`config.mk`:
```
export PLATFORM = sky130hd
export DESIGN_NAME = round_sequencer
export DESIGN_NICKNAME = d
export VERILOG_FILES = /design/src/rtl/typer_pkg.sv /design/src/rtl/round_sequencer_sec_prescaler.sv /design/src/rtl/round_sequencer.sv
export SDC_FILE = /design/constraint.sdc
export NUM_CORES = 1
export LEC_CHECK = 0
export CAP_MARGIN = 20
export CORE_UTILIZATION = 35
export CTS_CLUSTER_SIZE = 24
export DETAILED_ROUTE_END_ITERATION = 8
export HOLD_SLACK_MARGIN = 0.15
export PLACE_DENSITY = 0.66
export SETUP_SLACK_MARGIN = 0.3
export SLEW_MARGIN = 10
export SYNTH_ARGS = -nofsm -noshare
export SYNTH_HDL_FRONTEND = slang
export SYNTH_SLANG_ARGS = --single-unit
```
`constraint.sdc`:
```
create_clock -name clk -period 2.93 [get_ports clk]
set_input_delay 0.879 -clock clk [delete_from_list [all_inputs] [get_ports clk]]
set_output_delay 0.879 -clock clk [all_outputs]
set_load 0.005 [all_outputs]
```
`src/rtl/typer_pkg.sv`:
```
// Shared types, widths and helpers for the typing-game round logic.
package typer_pkg;

  localparam int unsigned VALUE_W = 7;
  localparam int unsigned STAT_W  = 8;

  typedef enum logic [1:0] {
    ST_IDLE      = 2'd0,
    ST_COUNTDOWN = 2'd1,
    ST_RUN       = 2'd2,
    ST_DONE      = 2'd3
  } state_t;

  // The select screen and idle are the same state.
  localparam state_t ST_SELECT = ST_IDLE;

  localparam logic MODE_TIME = 1'b0;
  localparam logic MODE_WORD = 1'b1;

  // Increment that sticks at all-ones.
  function automatic logic [STAT_W-1:0] sat_inc(input logic [STAT_W-1:0] v);
    return (v == '1) ? v : v + STAT_W'(1);
  endfunction

endpackage

```
`src/rtl/round_sequencer_sec_prescaler.sv`:
```
// Game-second prescaler: divides clk down to a one-cycle sec tick.
module sec_prescaler #(
  parameter int unsigned TICKS_PER_SEC = 100_000_000
) (
  input  logic clk,
  input  logic rst,
  input  logic en,
  input  logic clr,
  output logic tick
);

  localparam int unsigned CNT_W = (TICKS_PER_SEC > 1) ? $clog2(TICKS_PER_SEC) : 1;
  localparam logic [CNT_W-1:0] LAST = CNT_W'(TICKS_PER_SEC - 1);

  logic [CNT_W-1:0] cnt_q;

  // Free-running while enabled, parked at zero otherwise or on clear.
  always_ff @(posedge clk or negedge rst) begin
    if (!rst) begin
      cnt_q <= '0;
    end else if (clr || !en || (cnt_q == LAST)) begin
      cnt_q <= '0;
    end else begin
      cnt_q <= cnt_q + CNT_W'(1);
    end
  end

  assign tick = en && (cnt_q == LAST);

endmodule

```
`src/rtl/round_sequencer.sv`:
```
// Round sequencer: countdown, timed or word-counted run, and round stats.
module round_sequencer
  import typer_pkg::*;
#(
  parameter int unsigned TICKS_PER_SEC = 100_000_000,
  parameter int unsigned CD_SECS       = 3
) (
  input  logic               clk,
  input  logic               rst,
  input  logic               start,
  input  logic               abort,
  input  logic               mode,
  input  logic [VALUE_W-1:0] value,
  input  logic               word_done,
  input  logic               key_err,
  output logic [1:0]         state,
  output logic [1:0]         countdown,
  output logic [VALUE_W-1:0] remaining,
  output logic [STAT_W-1:0]  elapsed,
  output logic [VALUE_W-1:0] words,
  output logic [STAT_W-1:0]  errors,
  output logic               finish
);

  state_t             state_q, state_d;
  logic [1:0]         cd_q, cd_d;
  logic [VALUE_W-1:0] rem_q, rem_d;
  logic [STAT_W-1:0]  el_q, el_d;
  logic [VALUE_W-1:0] wd_q, wd_d;
  logic [STAT_W-1:0]  er_q, er_d;
  logic               mode_q, mode_d;
  logic               fin_q, fin_d;
  logic               clr_c, en_c, tick_c;

  assign en_c = (state_q == ST_COUNTDOWN) || (state_q == ST_RUN);

  sec_prescaler #(.TICKS_PER_SEC(TICKS_PER_SEC)) u_presc (
    .clk  (clk),
    .rst  (rst),
    .en   (en_c),
    .clr  (clr_c),
    .tick (tick_c)
  );

  // State and counter registers.
  always_ff @(posedge clk or negedge rst) begin
    if (!rst) begin
      state_q <= ST_SELECT;
      cd_q    <= '0;
      rem_q   <= '0;
      el_q    <= '0;
      wd_q    <= '0;
      er_q    <= '0;
      mode_q  <= MODE_TIME;
      fin_q   <= 1'b0;
    end else begin
      state_q <= state_d;
      cd_q    <= cd_d;
      rem_q   <= rem_d;
      el_q    <= el_d;
      wd_q    <= wd_d;
      er_q    <= er_d;
      mode_q  <= mode_d;
      fin_q   <= fin_d;
    end
  end

  // Next-state and counter update logic; abort takes priority over completion.
  always_comb begin
    state_d = state_q;
    cd_d    = cd_q;
    rem_d   = rem_q;
    el_d    = el_q;
    wd_d    = wd_q;
    er_d    = er_q;
    mode_d  = mode_q;
    fin_d   = 1'b0;
    clr_c   = 1'b0;
    case (state_q)
      ST_IDLE: begin
        if (start) begin
          mode_d  = mode;
          rem_d   = (value == '0) ? VALUE_W'(1) : value;
          el_d    = '0;
          wd_d    = '0;
          er_d    = '0;
          cd_d    = 2'(CD_SECS);
          clr_c   = 1'b1;
          state_d = ST_COUNTDOWN;
        end
      end
      ST_COUNTDOWN: begin
        if (abort) begin
          state_d = ST_IDLE;
          rem_d   = '0;
          cd_d    = '0;
        end else if (tick_c) begin
          cd_d = cd_q - 2'(1);
          if (cd_q == 2'(1)) begin
            clr_c   = 1'b1;
            state_d = ST_RUN;
          end
        end
      end
      ST_RUN: begin
        if (abort) begin
          state_d = ST_IDLE;
          rem_d   = '0;
        end else begin
          if (tick_c) el_d = sat_inc(el_q);
          if (key_err) er_d = sat_inc(er_q);
          if (word_done && (wd_q != '1)) wd_d = wd_q + VALUE_W'(1);
          if (mode_q == MODE_WORD) begin
            if (word_done) begin
              rem_d = rem_q - VALUE_W'(1);
              if (rem_q == VALUE_W'(1)) begin
                state_d = ST_DONE;
                fin_d   = 1'b1;
              end
            end
          end else if (tick_c) begin
            rem_d = rem_q - VALUE_W'(1);
            if (rem_q == VALUE_W'(1)) begin
              state_d = ST_DONE;
              fin_d   = 1'b1;
            end
          end
        end
      end
      ST_DONE: begin
        if (start) state_d = ST_IDLE;
      end
      default: state_d = ST_IDLE;
    endcase
  end

  assign state     = state_q;
  assign countdown = cd_q;
  assign remaining = rem_q;
  assign elapsed   = el_q;
  assign words     = wd_q;
  assign errors    = er_q;
  assign finish    = fin_q;

endmodule

```
* Word-level counts from Yosys, hierarchy flattened
Cells that the tools add are included.
** Operators by class
- Add/subtract/negate cells :: 6
- Eq/ne operators :: 22
- Mux-type cells :: 48
- Reduce and logical (&&, ||, !) cells :: 18
** Operators by type and width (count)
- $mux 7 :: 10
- $mux 8 :: 7
- $pmux 8 s2 :: 2
- $add 27x1->27 const B :: 1
- $eq 27x27->1 const B :: 1
- $mux 27 :: 1
- $mux 2 :: 13
- $pmux 7 s3 :: 1
- $add 8x1->8 const B :: 2
- $eq 8x8->1 const B :: 2
- $ne 2x2->1 const B :: 8
- $reduce_and 5->1 :: 3
- $pmux 7 s2 :: 1
- $mux 1 :: 10
- $ne 4x4->1 const B :: 2
- $pmux 2 s4 :: 1
- $add 7x1->7 const B :: 1
- $eq 7x1->1 const B :: 1
- $logic_not 7->1 :: 1
- $ne 7x7->1 const B :: 1
- $sub 7x1->7 const B :: 1
- $reduce_and 6->1 :: 1
- $eq 2x1->1 const B :: 2
- $eq 2x2->1 const B :: 2
- other kinds (15) :: 19
** Storage, ports and cells
- Bits in registers :: 63
- Output and inout port bits :: 35

* Longest topological paths before layout
Gate-level depths: netlist of the first run.
- Depth in word-level cells :: 9
- Depth in mapped cells :: 9
- Depth with buffers taken out :: 7

* By module
Synthesis of the first run repeated with hierarchy kept, for this count alone.
** Second synthesis, totals
- Cells, all modules :: 407
- Area, all modules :: 3848.7 um^2
** Modules (own cells, without submodules)
- round_sequencer :: instances 1, cells an instance 245, area each 2338.5 um^2, seq. area each 900.9 um^2
- sec_prescaler :: instances 1, cells an instance 162, area each 1510.2 um^2, seq. area each 675.6 um^2

* Least setup slack after synthesis of the first run
No wires, ideal clock.
- Kind :: register to register
- From :: register state_q[0] (netlist: state[0])
- To :: register rem_q[2] (netlist: remaining[2])
- Library setup time :: 0.126 ns
- Data arrival time :: 2.216 ns
- Data required time :: 2.804 ns
- Setup slack :: 0.588 ns
- Stages on the path, launching flop included :: 10
- Clock period less this slack :: 2.342 ns
- Path through :: dfrtp_1 inv_1 ha_1 clkbuf_1 nand3_1 nor4_4 a21boi_2 or2_1 buf_2 a221o_1
** Between the ends
- Cells in the longest elaborated chain, start to end :: 5
** Ends and longest elaborated chain
- start: declaration :: RTL line round_sequencer.sv:25 : state_t state_q, state_d;
- start signal: assignment :: RTL line round_sequencer.sv:57 : state_q <= state_d;
- $eq 2x1->1 or $eq 2x2->1 (tied branches) :: RTL line round_sequencer.sv:35, round_sequencer.sv:79
- $logic_or 1x1->1 :: RTL line round_sequencer.sv:35 : assign en_c = (state_q == ST_COUNTDOWN) || (state_q == ST_RUN);
- $logic_and 1x1->1 :: RTL line round_sequencer_sec_prescaler.sv:28 : assign tick = en && (cnt_q == LAST);
- $ne 4x4->1 (no source line)
- $reduce_and 5->1 (no source line)
- end signal: assignment :: RTL line round_sequencer.sv:59 : rem_q <= rem_d;
- end: declaration :: RTL line round_sequencer.sv:27 : logic [VALUE_W-1:0] rem_q, rem_d;
Several ways; a longest one is shown, not always the timed one.
A chain may end at the register's enable or synchronous reset.

* Final worst setup path of the first run
- From :: input abort
- To :: register el_q[7] (netlist: elapsed[7])
** Between the ends
- Cells in the longest elaborated chain, start to end :: 2
** Ends and longest elaborated chain
- start: declaration :: RTL line round_sequencer.sv:11 : input logic abort,
- $ne 2x2->1 (no source line)
- $reduce_and 5->1 (no source line)
- end signal: assignment :: RTL line round_sequencer.sv:60 : el_q <= el_d;
- end: declaration :: RTL line round_sequencer.sv:28 : logic [STAT_W-1:0] el_q, el_d;
No other way between the ends.

==> flow_metrics.py, run 1 <==
metrics = {
    "status": {
        "status": "finished, final reports clean",
    },
    "synthesis": {
        "synth_compound_area_frac": 0.107,
        "synthFlopType": "dfrtp_1",
        "async_flop_share": 1.00,
        "synth_fp_nets": 415,
        "synth_seq_cells": 63,
        "synth_top_area_frac": 0.439,
        "synth_area_leaders": "dfrtp_1 (44%), xnor2_1 (5.8%), nor2_1 (5.5%), ha_1 (4.2%), nand3_1 (3.5%)",
        "yosys.area.top_type": "dfrtp_1",
        "muxShareOfSynthArea": 0.0230,
        "synth_adder_area_share": 0.0418,
        "synth_edf_count": 0,
        "syn_inst": 389,
        "syn_area_um2": 3590,
        "synthXorXnorAreaFrac": 0.0756,
        "synth_simple_gate_area_frac": 0.286,
        "synth_top_family_by_area": "simple AND/OR/NAND/NOR gates",
        "syn_avg_cell_area_um2": 9.24,
        "synth_cell_type_count": 54,
        "seq_area_frac_synth": 0.439,
        "ys_warn_count": 0,
    },
    "detailed_routing": {
        "firstDrtPassIters": 4,
        "routed_wl_um": 8590,
        "wire_per_inst_um": 14.5,
        "vias": 3136,
        "final_antenna_net_count": 0,
        "avgViaCountPerCell": 5.28,
        "drc": 0,
        "dr.first_iter.drc_count": 90,
    },
    "power_and_ir_drop": {
        "peakVddDrop_uv": 278,
        "power_density_nw_per_um2": 684,
        "power_frac_clock": 0.300,
        "internal_power_w": 0.00206,
        "seq_power_share": 0.344,
        "p_comb_frac": 0.356,
        "power_w": 0.00315,
        "switching_share": 0.347,
        "leakage_nw": 1.91,
        "power_switching_w": 0.00109,
    },
    "cts": {
        "clk_transition_reported_paths_ns": 0.07,
        "cts_root_buf": "clkbuf_8",
        "cts_tree": "yes",
        "clock-sinks": 63,
        "insertion_delay_ns": 0.35,
        "post_cts_buffers": 0,
        "cts-resized-gates": 0,
        "cts_hold_buf": 0,
        "ctsLongestPathBuffers": 2,
        "cts_buffers": 9,
        "h-tree-depth": 3,
    },
    "layout": {
        "syn_to_final_growth_pct": 28.0,
        "final_net_count": 482,
        "antenna_cells": 0,
        "final_util": 0.466,
        "drive_gt1_frac": 0.104,
    },
    "timing": {
        "finalHoldViolCount": 0,
        "finalCriticalPeriod_ns": 2.50,
        "fmaxAchievable_mhz": 400,
        "fin_skew_ns": 0.0104,
        "slew_viol_final": 0,
        "worst-slew-pin-transition_ns": 0.664,
        "finalSetupViolations": 0,
        "setup_ws_ns": 0.431,
        "finalCritPeriodShare": 0.853,
        "slew_headroom": 0.557,
        "grt_setup_unrepaired": "no",
        "timing.hold.ws_ns": 0.493,
    },
    "global_routing": {
        "overflow": 0,
        "grt_max_degree": 28,
        "grt_pass1_vias": 3064,
        "grt_first_pass_wirelength_um": 14500,
        "grt_usage": 0.176,
        "antenna_found_initial": 0,
    },
    "floorplan": {
        "core_um2": 9860,
        "die-area_um2": 10700,
        "io_pins": 49,
        "start_util": 0.364,
        "die_w_um": 103,
        "die_y_um": 103,
        "num_rows": 36,
    },
    "run": {
        "drv_cap": 0,
    },
    "hold_path": {
        "min_path_type": "reg -> reg",
        "worstHoldStart": "u_presc.cnt_q[0]",
    },
    "worst_setup_path": {
        "startpoint": "abort",
        "r2r_start": "state[0]",
        "start_kind": "primary input",
        "cp_slowest_cell": "or4_1",
        "crit_buf_inv": 1,
        "critPathTopFamily": "simple AND/OR/NAND/NOR gates",
        "cp-end-kind": "register",
        "path_cells": "clkdlybuf4s50_1 -> and2b_1 -> o21ai_0 -> nand4bb_4 -> or4_1 -> a21oi_1",
        "crit_arrival_ns": 2.77,
        "required_ns": 3.20,
        "slowest_delay_ns": 0.53,
        "critPathKind": "in -> reg",
        "critPathMaxFanout": 16,
    },
    "placement": {
        "preCtsSetupSlack_ns": -0.0700,
        "port_buffers": 48,
        "place_hpwl_um": 6100,
        "gp_congestion": 0.861,
    },
}
[placed cells by master, fill, tap and decap left out, types with 2 or more instances in the layout]
cell type,synthesis,layout
dfrtp_1,63,63
nor2_1,53,53
clkdlybuf4s50_1,0,47
nand2_1,31,31
nand3_1,25,25
xnor2_1,24,24
inv_1,16,16
nor3_1,16,16
a21oi_1,16,16
buf_4,0,16
o21ai_0,15,15
ha_1,12,12
clkbuf_8,0,10
o31ai_1,9,9
nand2b_1,8,8
and4_1,7,7
nand4_1,7,7
xor2_1,7,7
and3_1,6,6
or4_1,6,6
mux2i_1,6,6
nor4_1,5,5
nor3b_1,4,4
nor4b_1,4,4
or3_1,3,3
or2_2,3,3
bufinv_16,0,3
nor2b_1,2,2
a32oi_1,2,2
o211ai_1,2,2
o22ai_1,2,2
mux2_2,2,2
clkinv_2,0,2
[registers in the layout (all words and copies together), names as in the netlist]
register       count
u_presc.cnt_q     27
elapsed            8
errors             8
remaining          7
words              7
countdown          2
state              2
finish             1
mode_q             1
[path summary, 6_finish.rpt]
path                               endpoint  slack, ns  cells past startpoint
min reg2reg                u_presc.cnt_q[0]       0.49                      1
min in group asynchronous        elapsed[3]       0.56                      1
max reg2reg                      elapsed[7]       0.48                      7
max in group asynchronous          state[1]       1.75                      2
min                        u_presc.cnt_q[0]       0.49                      1
max                              elapsed[7]       0.43                      6
[power by group through the flow]
stage               logic [W]  clock network [W]  registers, W
floorplan            0.000664                  0       0.00107
global placement      0.00107                  0       0.00109
detailed placement    0.00109                  0       0.00110
CTS                   0.00110           0.000968       0.00108
global route          0.00126            0.00100       0.00110
finish                0.00112           0.000944       0.00108
[cell usage after synthesis, types with 8 or more instances]
| cell | count |
|---|---|
| nand2_1 | 31 |
| a21oi_1 | 16 |
| nor3_1 | 16 |
| inv_1 | 16 |
| xnor2_1 | 24 |
| dfrtp_1 | 63 |
| nand3_1 | 25 |
| o31ai_1 | 9 |
| ha_1 | 12 |
| nand2b_1 | 8 |
| nor2_1 | 53 |
| o21ai_0 | 15 |
[per-stage QoR]
stage	TNS, ns	instances	instance area (um2)
after CTS	0	593	4580
after global placement	0	577	4330
after detailed placement	-0.135	577	4330
after global routing	0	594	4600
final	0	594	4600
after floorplan	0	389	3590
[cell type report]
class                   count  area [um2]
fillers                   930        5270
multi-input cells         300        1920
flip-flops and latches     63        1580
repair buffers             66         627
well taps                 133         166
clock buffers              10         138
clock inverters             6         108
inverters                  16        60.1
[cell families (layout without fill, tap and decap cells)]
kind of cell,after synthesis,count (layout)
buffers and inverters,26,98
multiplexers,8,8
AND/OR/NAND/NOR,191,191
flip-flops,63,63
XOR/XNOR,31,31
AO/OA/AOI/OAI,58,58
adder cells (fa/ha/maj),12,12
[metal layers]
layer  GRT usage  wire [um]  vias to the layer above
li1            -          -                     1524
met1       0.219       3970                     1522
met2       0.298       4140                       77
met3      0.0437        330                       13
met4      0.0607        153                        0
met5           0          0                        -
No activity file was read; power rests on OpenSTA's default activity.
==> inputs of run 2 (changes only) <==
Settings changed: PLACE_DENSITY 0.66 to 0.59.
==> run 2 against run 1 <==
Effect of this change:
- clock-buffer cell count is 1 lower
- clock power is 14% lower
- worst hold slack worse by 0.011 ns
- setup slack better by 0.068 ns
- register-to-register slack better by 0.10 ns
- largest power group unchanged
- die area stayed put
==> flow_metrics.py, run 2 (synthesis results as in run 1) <==
metrics = {
    "status": {
        "status": "finished, final reports clean",
    },
    "power_and_ir_drop": {
        "leakage_nw": 1.90,
        "power_density_nw_per_um2": 656,
        "p_comb_frac": 0.369,
        "switching_share": 0.356,
        "internal_power_w": 0.00193,
        "power_switching_w": 0.00107,
        "peakVddDrop_uv": 302,
        "seq_power_share": 0.360,
        "power_frac_clock": 0.271,
    },
    "run": {
        "drv_cap": 0,
    },
    "timing": {
        "slew_viol_final": 0,
        "grt_setup_unrepaired": "no",
        "finalCritPeriodShare": 0.830,
        "timing.hold.ws_ns": 0.482,
        "fmaxAchievable_mhz": 411,
        "finalHoldViolCount": 0,
        "slew_headroom": 0.638,
        "worst-slew-pin-transition_ns": 0.538,
        "finalCriticalPeriod_ns": 2.43,
        "finalSetupTns_ns": 0,
        "finalSetupViolations": 0,
        "fin_skew_ns": 0.00862,
    },
    "worst_setup_path": {
        "path_cells": "clkdlybuf4s50_1 -> and2b_1 -> o21ai_0 -> nand4bb_4 -> or4_1 -> a21oi_1",
        "start_kind": "primary input",
        "cp-end-kind": "register",
        "critPathKind": "in -> reg",
        "crit_arrival_ns": 2.70,
        "slowest_delay_ns": 0.52,
        "cp_slowest_cell": "or4_1",
        "required_ns": 3.20,
        "critPathMaxFanout": 13,
    },
    "cts": {
        "cts_tree": "yes",
        "cts_buffers": 9,
        "ctsLongestPathBuffers": 2,
        "cts_hold_buf": 0,
        "cts_root_buf": "clkbuf_8",
        "clk_transition_reported_paths_ns": 0.07,
        "post_cts_buffers": 0,
        "clock-sinks": 63,
        "h-tree-depth": 3,
        "insertion_delay_ns": 0.35,
    },
    "detailed_routing": {
        "route.met3.wl_um": 291,
        "wl_met2_um": 4060,
        "met1_length_um": 4140,
        "dr.first_iter.drc_count": 123,
        "routed_wl_um": 8580,
        "firstDrtPassIters": 4,
        "dr.max_layer_used": "met4",
        "avgViaCountPerCell": 5.23,
        "final_antenna_net_count": 0,
        "drc": 0,
        "wire_per_inst_um": 14.4,
        "vias": 3119,
    },
    "layout": {
        "final_net_count": 484,
        "final_common_cell": "dfrtp_1",
        "fillers": 938,
        "antenna_cells": 0,
        "top_register": "u_presc.cnt_q",
        "drive_gt1_frac": 0.108,
        "syn_to_final_growth_pct": 27.4,
        "layout_common_cells": "dfrtp_1 (63), nor2_1 (53), clkdlybuf4s50_1 (47)",
        "final_util": 0.464,
        "largest_register_ffs": 27,
        "final_cell_area_um2": 4580,
    },
    "floorplan": {
        "die_w_um": 103,
        "core_um2": 9860,
        "die-area_um2": 10700,
        "start_util": 0.364,
        "num_rows": 36,
        "io_pins": 49,
        "die_y_um": 103,
    },
    "global_routing": {
        "overflow": 0,
        "grt_usage": 0.172,
        "grt_max_degree": 64,
        "antenna_found_initial": 0,
        "grt_first_pass_wirelength_um": 14100,
        "grt_pass1_vias": 3036,
    },
    "placement": {
        "gp_congestion": 0.836,
        "port_buffers": 48,
        "postPlaceCellArea_um2": 4350,
        "place_hpwl_um": 6050,
    },
    "hold_path": {
        "min_path_type": "reg -> reg",
    },
}
==> run 2: worst max-delay path: cells and delay by family <==
| kind | cells | cell delay (ns) |
|---|---|---|
| AND/OR/NAND/NOR | 3 | 1.09 |
| buffers and inverters | 1 | 0.42 |
| AO/OA/AOI/OAI | 2 | 0.29 |
==> run 2: final cells by class <==
| class | count | area [um2] | area share |
|---|---|---|---|
| multi-input cells | 300 | 1920 | 0.420 |
| inverters | 16 | 60.1 | 0.0131 |
| flip-flops and latches | 63 | 1580 | 0.344 |
| clock buffers | 9 | 124 | 0.0271 |
| repair buffers | 68 | 638 | 0.139 |
| clock inverters | 7 | 87.6 | 0.0191 |
| well taps | 133 | 166 | 0.0364 |
==> run 2: stage by stage <==
stage          total power [W]  worst slack (ns)  cells
2_1_floorplan          0.00174             0.588    389
3_3_place_gp           0.00219            0.0550    580
3_5_place_dp           0.00220           0.00699    580
4_1_cts                0.00303             0.361    596
5_1_grt                0.00321             0.340    596
6_report               0.00300             0.499    596
==> run 2: power by group through the flow <==
stage,combinational [W],sequential [W],clock [W]
floorplan,0.000664,0.00107,0
global placement,0.00110,0.00110,0
detailed placement,0.00111,0.00110,0
CTS,0.00111,0.00108,0.000835
global route,0.00124,0.00110,0.000867
finish,0.00111,0.00108,0.000814
==> run 2: metal layers <==
metal	up-vias	track usage
li1	1536	-
met4	0	0.0553
met5	-	0
met3	11	0.0343
met1	1495	0.232
met2	77	0.278
==> run 2: timing repair <==
item / CTS / global route
endpoints found under the hold margin: 0 / 0
setup endpoints to repair: 0 / 4
resized for setup: 0 / 1
==> run 2: final timing paths <==
kind,start,endpoint,slack [ns],cells after the start
min in group asynchronous,rst,u_presc.cnt_q[6],0.55,2
max in group asynchronous,rst,remaining[0],2.12,2
worst max-delay path,abort,elapsed[7],0.50,6
worst min register to register,u_presc.cnt_q[0],u_presc.cnt_q[0],0.48,1
worst min-delay path,u_presc.cnt_q[0],u_presc.cnt_q[0],0.48,1
worst max register to register,state[0],elapsed[7],0.58,7
